$ cat config.mk
export PLATFORM = sky130hd
export DESIGN_NAME = sp_ram_arb_flat
export DESIGN_NICKNAME = d
export VERILOG_FILES = /design/src/rtl/sp_ram_arb_pkg.sv /design/src/rtl/sp_ram_arb_if.sv /design/src/rtl/sp_ram_arb_sel.sv /design/src/rtl/sp_ram_arb.sv /design/src/flat_wrapper.sv
export SDC_FILE = /design/constraint.sdc
export NUM_CORES = 1
export LEC_CHECK = 0
export ABC_AREA = 0
export CORE_AREA = 2 2 112 114
export CTS_BUF_LIST = sky130_fd_sc_hd__clkbuf_16
export DETAILED_ROUTE_END_ITERATION = 16
export DIE_AREA = 0 0 114 116
export HOLD_SLACK_MARGIN = 0.05
export PLACE_DENSITY = 0.88
export SLEW_MARGIN = 5
export SYNTH_ARGS = -nofsm -noshare
export SYNTH_HDL_FRONTEND = slang
export SYNTH_HIERARCHICAL = 1
export SYNTH_SLANG_ARGS = --single-unit
export TNS_END_PERCENT = 20
$ cat constraint.sdc
create_clock -name clk -period 1.6 [get_ports clk]
set_clock_uncertainty 0.05 [all_clocks]
set_input_delay 0.16 -clock clk [delete_from_list [all_inputs] [get_ports clk]]
set_output_delay 0.16 -clock clk [all_outputs]
set_load 0.02 [all_outputs]
$ cat src/rtl/sp_ram_arb_pkg.sv
// Shared types and constants for the two-master sp_ram front end.
package sp_ram_arb_pkg;

    localparam int PORT_INSTR     = 0;
    localparam int PORT_DATA      = 1;
    localparam int NUM_PORTS      = 2;
    localparam int MAX_ADDR_WIDTH = 32;

    typedef struct packed {
        logic [MAX_ADDR_WIDTH-1:0] addr;
        logic                      we;
        logic [3:0]                be;
        logic [31:0]               wdata;
    } mem_req_t;

    typedef enum logic [1:0] {
        IDLE = 2'd0,
        RSP0 = 2'd1,
        RSP1 = 2'd2
    } rsp_state_e;

endpackage

$ cat src/rtl/sp_ram_arb_if.sv
// Per-master req/gnt/rvalid bus; index 0 = instruction port, index 1 = data port.
interface sp_ram_arb_if #(
    parameter int ADDR_WIDTH = 16
);
    logic [1:0]                 m_req_i;
    logic [1:0][ADDR_WIDTH-1:0] m_addr_i;
    logic [1:0]                 m_we_i;
    logic [1:0][3:0]            m_be_i;
    logic [1:0][31:0]           m_wdata_i;
    logic [1:0]                 m_gnt_o;
    logic [1:0]                 m_rvalid_o;
    logic [1:0][31:0]           m_rdata_o;
    logic [1:0]                 m_err_o;

    modport master (
        output m_req_i, m_addr_i, m_we_i, m_be_i, m_wdata_i,
        input  m_gnt_o, m_rvalid_o, m_rdata_o, m_err_o
    );

    modport slave (
        input  m_req_i, m_addr_i, m_we_i, m_be_i, m_wdata_i,
        output m_gnt_o, m_rvalid_o, m_rdata_o, m_err_o
    );
endinterface

$ cat src/rtl/sp_ram_arb_sel.sv
// Grant selection: fixed priority (data over instr) or, with SP_RAM_ARB_RR_EN, round-robin.
module sp_ram_arb_sel
    import sp_ram_arb_pkg::*;
(
`ifdef SP_RAM_ARB_RR_EN
    input  logic       clk,
    input  logic       rst_n,
`endif
    input  logic [1:0] req,
    output logic [1:0] gnt
);

`ifdef SP_RAM_ARB_RR_EN
    // Last granted port; reset value 0 lets port 1 win the first contention.
    logic last_r;

    // Contention goes to the port that was not granted last.
    always_comb begin
        gnt = 2'b00;
        if (req == 2'b11) begin
            gnt = last_r ? 2'b01 : 2'b10;
        end else begin
            gnt = req;
        end
    end

    // Pointer moves only on cycles that actually grant.
    always_ff @(posedge clk or negedge rst_n) begin
        if (!rst_n) begin
            last_r <= 1'b0;
        end else if (|gnt) begin
            last_r <= gnt[PORT_DATA];
        end else begin
            last_r <= last_r;
        end
    end
`else
    // Fixed priority: the data port always wins; instr may starve.
    always_comb begin
        gnt = 2'b00;
        if (req[PORT_DATA]) begin
            gnt = 2'b10;
        end else if (req[PORT_INSTR]) begin
            gnt = 2'b01;
        end else begin
            gnt = 2'b00;
        end
    end
`endif

endmodule

$ cat src/rtl/sp_ram_arb.sv
// Two-master front end for a single-port RAM with 1-cycle read latency.
// Define SP_RAM_ARB_RR_EN for round-robin arbitration instead of fixed priority.
module sp_ram_arb
    import sp_ram_arb_pkg::*;
#(
    parameter int          ADDR_WIDTH = 16,
    parameter int          NUM_BYTES  = 32768,
    parameter logic [31:0] ERR_RDATA  = 32'hDEAD_BEEF
) (
    input  logic                  clk,
    input  logic                  rst_n,
    sp_ram_arb_if.slave           bus,
    output logic                  ram_en_o,
    output logic [ADDR_WIDTH-1:0] ram_addr_o,
    output logic                  ram_we_o,
    output logic [3:0]            ram_be_o,
    output logic [31:0]           ram_wdata_o,
    input  logic [31:0]           ram_rdata_i
);

    logic [1:0]       gnt_s;
    mem_req_t         sel_req_s;
    logic             in_range_s;
    logic             ram_en_s;
    rsp_state_e       rsp_state_r;
    rsp_state_e       rsp_next_s;
    logic             rd_pend_r;
    logic [1:0]       rvalid_s;
    logic [1:0][31:0] rdata_r;
    logic [1:0]       err_r;

    sp_ram_arb_sel u_sel (
`ifdef SP_RAM_ARB_RR_EN
        .clk   (clk),
        .rst_n (rst_n),
`endif
        .req   (bus.m_req_i),
        .gnt   (gnt_s)
    );

    assign bus.m_gnt_o = gnt_s;

    // Mux the granted master's request onto a single bundle.
    always_comb begin
        sel_req_s = '0;
        if (gnt_s[PORT_DATA]) begin
            sel_req_s.addr  = MAX_ADDR_WIDTH'(bus.m_addr_i[PORT_DATA]);
            sel_req_s.we    = bus.m_we_i[PORT_DATA];
            sel_req_s.be    = bus.m_be_i[PORT_DATA];
            sel_req_s.wdata = bus.m_wdata_i[PORT_DATA];
        end else if (gnt_s[PORT_INSTR]) begin
            sel_req_s.addr  = MAX_ADDR_WIDTH'(bus.m_addr_i[PORT_INSTR]);
            sel_req_s.we    = bus.m_we_i[PORT_INSTR];
            sel_req_s.be    = bus.m_be_i[PORT_INSTR];
            sel_req_s.wdata = bus.m_wdata_i[PORT_INSTR];
        end else begin
            sel_req_s = '0;
        end
    end

    assign in_range_s = (sel_req_s.addr < MAX_ADDR_WIDTH'(NUM_BYTES));
    assign ram_en_s   = (|gnt_s) & in_range_s;

    // RAM side is driven only for in-range grants; otherwise everything sits at 0.
    always_comb begin
        ram_en_o    = 1'b0;
        ram_addr_o  = '0;
        ram_we_o    = 1'b0;
        ram_be_o    = 4'h0;
        ram_wdata_o = 32'h0;
        if (ram_en_s) begin
            ram_en_o    = 1'b1;
            ram_addr_o  = sel_req_s.addr[ADDR_WIDTH-1:0];
            ram_we_o    = sel_req_s.we;
            ram_be_o    = sel_req_s.be;
            ram_wdata_o = sel_req_s.wdata;
        end else begin
            ram_en_o    = 1'b0;
        end
    end

    // Response owner for the next cycle follows this cycle's grant.
    always_comb begin
        rsp_next_s = IDLE;
        if (gnt_s[PORT_DATA]) begin
            rsp_next_s = RSP1;
        end else if (gnt_s[PORT_INSTR]) begin
            rsp_next_s = RSP0;
        end else begin
            rsp_next_s = IDLE;
        end
    end

    // Response state and whether its data must come straight from the RAM.
    always_ff @(posedge clk or negedge rst_n) begin
        if (!rst_n) begin
            rsp_state_r <= IDLE;
            rd_pend_r   <= 1'b0;
        end else begin
            rsp_state_r <= rsp_next_s;
            rd_pend_r   <= ram_en_s & ~sel_req_s.we;
        end
    end

    assign rvalid_s[PORT_INSTR] = (rsp_state_r == RSP0);
    assign rvalid_s[PORT_DATA]  = (rsp_state_r == RSP1);
    assign bus.m_rvalid_o       = rvalid_s;
    assign bus.m_err_o          = err_r;

    // Error/write results are known at grant time; read data is captured as it streams out.
    always_ff @(posedge clk or negedge rst_n) begin
        if (!rst_n) begin
            rdata_r <= '0;
            err_r   <= 2'b00;
        end else begin
            for (int p = 0; p < NUM_PORTS; p++) begin
                if (gnt_s[p]) begin
                    if (!in_range_s) begin
                        err_r[p]   <= 1'b1;
                        rdata_r[p] <= ERR_RDATA;
                    end else if (sel_req_s.we) begin
                        err_r[p]   <= 1'b0;
                        rdata_r[p] <= 32'h0;
                    end else begin
                        err_r[p]   <= 1'b0;
                    end
                end else if (rvalid_s[p] && rd_pend_r) begin
                    rdata_r[p] <= ram_rdata_i;
                end else begin
                    rdata_r[p] <= rdata_r[p];
                end
            end
        end
    end

    // Live RAM data during an in-range read response, held value otherwise.
    always_comb begin
        bus.m_rdata_o = rdata_r;
        for (int p = 0; p < NUM_PORTS; p++) begin
            if (rvalid_s[p] && rd_pend_r) begin
                bus.m_rdata_o[p] = ram_rdata_i;
            end else begin
                bus.m_rdata_o[p] = rdata_r[p];
            end
        end
    end

endmodule

$ cat src/flat_wrapper.sv
// flat-port wrapper written by rule: the top's interface ports become plain ports
module sp_ram_arb_flat import sp_ram_arb_pkg::*;
#(
    parameter int          ADDR_WIDTH = 16,
    parameter int          NUM_BYTES  = 32768,
    parameter logic [31:0] ERR_RDATA  = 32'hDEAD_BEEF
)
  (clk, rst_n, ram_en_o, ram_addr_o, ram_we_o, ram_be_o, ram_wdata_o, ram_rdata_i, bus_m_req_i, bus_m_addr_i, bus_m_we_i, bus_m_be_i, bus_m_wdata_i, bus_m_gnt_o, bus_m_rvalid_o, bus_m_rdata_o, bus_m_err_o);
  sp_ram_arb_if #(.ADDR_WIDTH(ADDR_WIDTH)) bus_i ();
  input  logic clk;
  input  logic rst_n;
  output logic ram_en_o;
  output logic [ADDR_WIDTH-1:0] ram_addr_o;
  output logic ram_we_o;
  output logic [3:0] ram_be_o;
  output logic [31:0] ram_wdata_o;
  input  logic [31:0] ram_rdata_i;
  input wire logic [$bits(bus_i.m_req_i)-1:0] bus_m_req_i;
  input wire logic [$bits(bus_i.m_addr_i)-1:0] bus_m_addr_i;
  input wire logic [$bits(bus_i.m_we_i)-1:0] bus_m_we_i;
  input wire logic [$bits(bus_i.m_be_i)-1:0] bus_m_be_i;
  input wire logic [$bits(bus_i.m_wdata_i)-1:0] bus_m_wdata_i;
  output wire logic [$bits(bus_i.m_gnt_o)-1:0] bus_m_gnt_o;
  output wire logic [$bits(bus_i.m_rvalid_o)-1:0] bus_m_rvalid_o;
  output wire logic [$bits(bus_i.m_rdata_o)-1:0] bus_m_rdata_o;
  output wire logic [$bits(bus_i.m_err_o)-1:0] bus_m_err_o;
  assign bus_i.m_req_i = bus_m_req_i;
  assign bus_i.m_addr_i = bus_m_addr_i;
  assign bus_i.m_we_i = bus_m_we_i;
  assign bus_i.m_be_i = bus_m_be_i;
  assign bus_i.m_wdata_i = bus_m_wdata_i;
  assign bus_m_gnt_o = bus_i.m_gnt_o;
  assign bus_m_rvalid_o = bus_i.m_rvalid_o;
  assign bus_m_rdata_o = bus_i.m_rdata_o;
  assign bus_m_err_o = bus_i.m_err_o;
  sp_ram_arb #(.ADDR_WIDTH(ADDR_WIDTH), .NUM_BYTES(NUM_BYTES), .ERR_RDATA(ERR_RDATA)) u_core (.clk(clk), .rst_n(rst_n), .bus(bus_i), .ram_en_o(ram_en_o), .ram_addr_o(ram_addr_o), .ram_we_o(ram_we_o), .ram_be_o(ram_be_o), .ram_wdata_o(ram_wdata_o), .ram_rdata_i(ram_rdata_i));
endmodule
# Yosys cells after proc, flatten, opt, wreduce, memory -nomap -nowiden
# Index checks and enable logic that the tools add are counted.
# totals
out_inout_bits	124
register_bits	69
elab_cells	35
# op_classes
n_eq_ne	4
magnitude_cmp	1
bitwise	3
n_reduce_logical	3
muxes	18
# op_table
operator	count
$mux W32	7
$mux W53	2
$lt A16 B16 Y1 const B	1
$mux W16	1
$ne A3 B2 Y1 const B	2
$mux W1	5
$mux W2	2
$mux W4	1
$and A1 B1 Y1	2
$eq A2 B1 Y1 const B	1
$eq A2 B2 Y1 const B	1
$logic_and A1 B1 Y1	2
$reduce_or A2 Y1	1
$not A1 Y1	1

# Depth between registers and ports, before layout
# Gate-level depths: netlist of the first run.
# depth
ltp_word	7
mapped_depth	7
ltp_nobuf	4

# Hierarchy
# The synthesis of the first run kept the hierarchy.
# modules_own_cells
module	seq_area_each_um2	area_each_um2	instances	cells_each
sp_ram_arb	1726.7	4450.5	1	446
sp_ram_arb_sel	0.0	21.3	1	2

# Worst setup path after synthesis of the first run
# OpenSTA, ideal clock, no wires.
# synth_timing
path_kind	input port to output port
from	in bus_m_req_i[0]
to	out ram_addr_o[0]
t_arrival_ps	1507
path_slack_ps	-117
path_stages	6
path_cell_list	nor2b_4 clkinv_1 o31a_1 clkbuf_1 buf_2 nor2_1
# synth_between
elab_chain_len	7
# synth_lines
item	line	text
start, declared	flat_wrapper.sv:18	input wire logic [$bits(bus_i.m_req_i)-1:0] bus_m_req_i;
$mux W1 (*)	sp_ram_arb_sel.sv:43	end else if (req[PORT_INSTR]) begin
$mux W2 (*)	sp_ram_arb_sel.sv:41	if (req[PORT_DATA]) begin
$mux W53	sp_ram_arb.sv:51	end else if (gnt_s[PORT_INSTR]) begin
$mux W53	sp_ram_arb.sv:46	if (gnt_s[PORT_DATA]) begin
$lt A16 B16 Y1	sp_ram_arb.sv:61	assign in_range_s = (sel_req_s.addr < MAX_ADDR_WIDTH'(NUM_BYTES));
$and A1 B1 Y1	sp_ram_arb.sv:62	assign ram_en_s = (|gnt_s) & in_range_s;
$mux W16 (*)	sp_ram_arb.sv:71	if (ram_en_s) begin
end, declared	flat_wrapper.sv:13	output logic [ADDR_WIDTH-1:0] ram_addr_o;
# Every way passes the cells marked *; elsewhere a longest branch is shown, timed or not.

# Worst setup path after layout of the first run
# layout_timing
from	reg u_core.rsp_state_r[0]
to	out bus_m_rdata_o[4]
# layout_between
elab_chain_len	3
# layout_lines
item	line	text
start, declared	sp_ram_arb.sv:25	rsp_state_e rsp_state_r;
start signal, assigned	sp_ram_arb.sv:100	rsp_state_r <= rsp_next_s;
$eq A2 B1 Y1	sp_ram_arb.sv:105	assign rvalid_s[PORT_INSTR] = (rsp_state_r == RSP0);
$logic_and A1 B1 Y1	sp_ram_arb.sv:140	if (rvalid_s[p] && rd_pend_r) begin
$mux W32	--	
end, declared	flat_wrapper.sv:25	output wire logic [$bits(bus_i.m_rdata_o)-1:0] bus_m_rdata_o;
# No other way between the ends.

==> flow_summary_export.csv, run 1 <==
group,metric,value,unit
die,io_pins,266,
yosys,ys_seq_area_frac,0.3861,
yosys,syn_area_per_cell,9.982,um^2
sta,hold_viol,0,
cells_and_area,multi_input_area,0.003085,mm^2
worst_setup_path,crit_chain,"nand3b_4, buf_12, buf_4, mux2_2, buf_2",
outcome,failed_checks,"negative setup slack",
worst_setup_path,cpPeakStageDelay,430,ps
worst_setup_path,slowest_stage,"dfrtp_1",
drt,initialDrtViolationCount,363,
sta,period_share,1.208,
cts,cts_buffer_depth,2,
global_route,grt_pass1_vias,5597,
cts,clock-root-buffer,"clkbuf_16",
worst_setup_path,path_buf_inv,3,
placed_design,routabilityCongestion,0.8094,
power_and_ir_drop,power_density,768.0,mW/mm^2
cells_and_area,final_layout_size_suffix_gt1_frac,0.5417,
cells_and_area,final_util,0.7884,
cells_and_area,diodes,0,
worst_setup_path,critPathMaxFanout,10,
yosys,syn_nets,590,
power_and_ir_drop,p_int,0.004902,W
cells_and_area,ff_latch_area,0.001728,mm^2
cells_and_area,synthToLayoutAreaGrowth,110.0,%
drt,wl,21600,um
sta,rsz0062_at_grt,"true",
cells_and_area,nNetsFinal,916,
global_route,grt_pass1_wl,30090,um
power_and_ir_drop,leakagePower,4.120,nW
worst_setup_path,cp-start-kind,"flip-flop",
power_and_ir_drop,p_total,0.007213,W
cts,clkTransAtPathRegs,50,ps
die,core_area,0.01191,mm^2
worst_setup_path,cp_top_family,"buffers and inverters",
sta,slew_headroom,0.6421,
cts,cts.htree.levels,3,
worst_setup_path,cp.arrival,1720,ps
die,placementRows,40,
yosys,synth_top_cell_by_area,"dfrtp_1",
yosys,synth-warning-count,6,
global_route,grt_max_degree,70,
cells_and_area,final-instance-count-excl-fill,926,
die,dieArea,0.01322,mm^2
worst_setup_path,setup.worst_path.class,"flip-flop to output port",
cells_and_area,fillCellCount,683,
power_and_ir_drop,switchingPower,0.002311,W
yosys,netlist_instances,448,
sta,period_needed,1932,ps
drt,ant_nets,0,
global_route,grt_util_all_layers,0.2979,
sta,slew_viol_final,0,
global_route,antenna_found_initial,0,
drt,drt-pass1-iter-count,4,
drt,vias,5197,
power_and_ir_drop,netSwitchingFraction,0.3204,
cells_and_area,final_common_cell,"clkdlybuf4s50_1",
global_route,grt_overflow_total,0,
power_and_ir_drop,combinationalPowerShare,0.410,
die,initial_core_util,0.3754,
drt,avgRoutedWirePerCell,23.33,um
yosys,synthDistinctLibCells,30,
sta,setup_viol,122,
sta,setup-tns-final,-18390,ps
cts,cts_tree,"yes",
sta,setup_ws,-332.1,ps
placed_design,dpl.hpwl,13070,um
sta,tightest_slew,536.8,ps
yosys,ys_ff_latch,69,
outcome,status,"finished with violations",
yosys,synth_area_leaders,"dfrtp_1 39%, a22oi_1 8.7%, mux2_2 8.6%",
yosys,netlist_area,0.004472,mm^2
yosys,yosys.area.top_type_share,0.3861,
cts,cts.sinks,69,
cts,numCtsBuffers,9,
die,die_y,116,um
cts,clock_latency,310,ps
worst_hold_path,hp-class,"input pin to flip-flop",
placed_design,portBuffers,264,
drt,routed_via_density,5.612,
drt,post-route-drc-count,0,
power_and_ir_drop,clkPwrFrac,0.298,
worst_setup_path,worst_setup_path_end_kind,"output port",
worst_setup_path,crit_required,1390,ps
die,die_w,114,um
sta,max_freq,517.6,MHz
power_and_ir_drop,power_frac_seq,0.292,
job,cap_violations,0,
placed_design,dp.cells,869,
power_and_ir_drop,ir_drop,0.5556,mV
cells_and_area,mostFrequentLayoutCells,"140 x clkdlybuf4s50_1, 100 x buf_6, 68 x dfrtp_1",
-- worst paths after layout --
path / start / to / slack [ps] / depth (start not counted)
setup reg to reg: u_core/rsp_state_r[0] / u_core/rdata_r[4] / -90 / 6
setup / recovery: u_core/rsp_state_r[0] / bus_m_rdata_o[4] / -330 / 5
hold reg to reg: u_core/rdata_r[36] / u_core/rdata_r[36] / 460 / 1
min in group asynchronous: rst_n / u_core/rdata_r[18] / 360 / 3
max in group asynchronous: rst_n / u_core/rd_pend_r / 800 / 3
hold / removal: bus_m_req_i[1] / u_core/rsp_state_r[1] / 210 / 3
-- state kept, by name (all words and copies together), names as in the netlist --
name / flops
u_core/rsp_state_r: 2
u_core/rdata_r: 64
u_core/rd_pend_r: 1
u_core/bus.m_err_o: 2
-- kinds of logic (layout without fill, tap and decap cells) --
logic type             count (synthesis)  after routing  share of synthesized area
flip-flops                            69             69                     0.3861
buffers and inverters                106            437                     0.1105
multiplexers                          66             66                     0.1662
AND/OR/NAND/NOR                       62             62                    0.06743
other                                  1              1                  0.0008386
AO/OA/AOI/OAI                        144            144                     0.2689
-- synth_stat cells, drive strengths merged --
cell type,count
dfrtp,69
inv,60
a22oi,52
nor2,52
mux2,42
buf,28
a211oi,24
mux2i,24
o21ba,24
o221ai,24
clkbuf,17
a22o,8
o2bb2ai,8
nor2b,4
o21ai,3
nand3b,2
clkinv,1
conb,1
nand2,1
nand2b,1
nor3,1
nor3b,1
o31a,1
-- worst register-to-register path: stages, from the launching register on --
cell and delay (ps):
dfrtp_1 430, nand3b_4 160, buf_12 170, buf_4 140, mux2_2 350, buf_4 140
o2bb2ai_1 130
-- metal layers --
layer	vias up	global-route usage	routed length (um)
li1	2268	-	-
met1	2591	0.3141	7481
met2	264	0.5484	11740
met3	74	0.05858	1135
met4	0	0.1821	1242
met5	-	0	0
-- metrics by stage --
stage | cell area (um^2) | hold slack [ps] | worst slack (ps)
5_1_grt | 9392 | 196.4 | -368.9
3_5_place_dp | 7721 | 167.1 | -902.8
3_3_place_gp | 7721 | 157.5 | -839.8
6_report | 9392 | 214.1 | -332.1
2_1_floorplan | 4606 | -185.6 | -10.83
4_1_cts | 8716 | 181.6 | -419.0
-- layout make-up --
cell class / count / area share
clock buffers: 9 / 0.02398
clock inverters: 7 / 0.01039
inverters: 61 / 0.02491
multi-input cells: 273 / 0.3285
flip-flops and latches: 69 / 0.1840
well taps: 147 / 0.01958
repair buffers: 360 / 0.4086
-- repair_timing --
item | CTS | global route
cloned | 10 | 1
setup buffers | 15 | 15
resized for setup | 590 | 228
hold endpoints to repair | 69 | 0
hold buffers | 1 | 0
setup endpoints to repair | 127 | 124
pin swaps | 23 | 14
-- power by group through the flow --
stage	logic, W	registers (W)	clock network [W]
6_report	0.00296	0.00211	0.00215
5_1_grt	0.00309	0.00212	0.00226
2_1_floorplan	0.00113	0.00206	0
3_5_place_dp	0.00242	0.00208	0
3_3_place_gp	0.00235	0.00206	0
4_1_cts	0.00258	0.00205	0.00218
Power figures use the tool's default switching activity.
==> run 2: changes to the inputs <==
Settings changed: CTS_CLUSTER_DIAMETER set to 80.
==> results of run 2 <==
The final DEF is identical to that of run 1; final timing and power are the same.
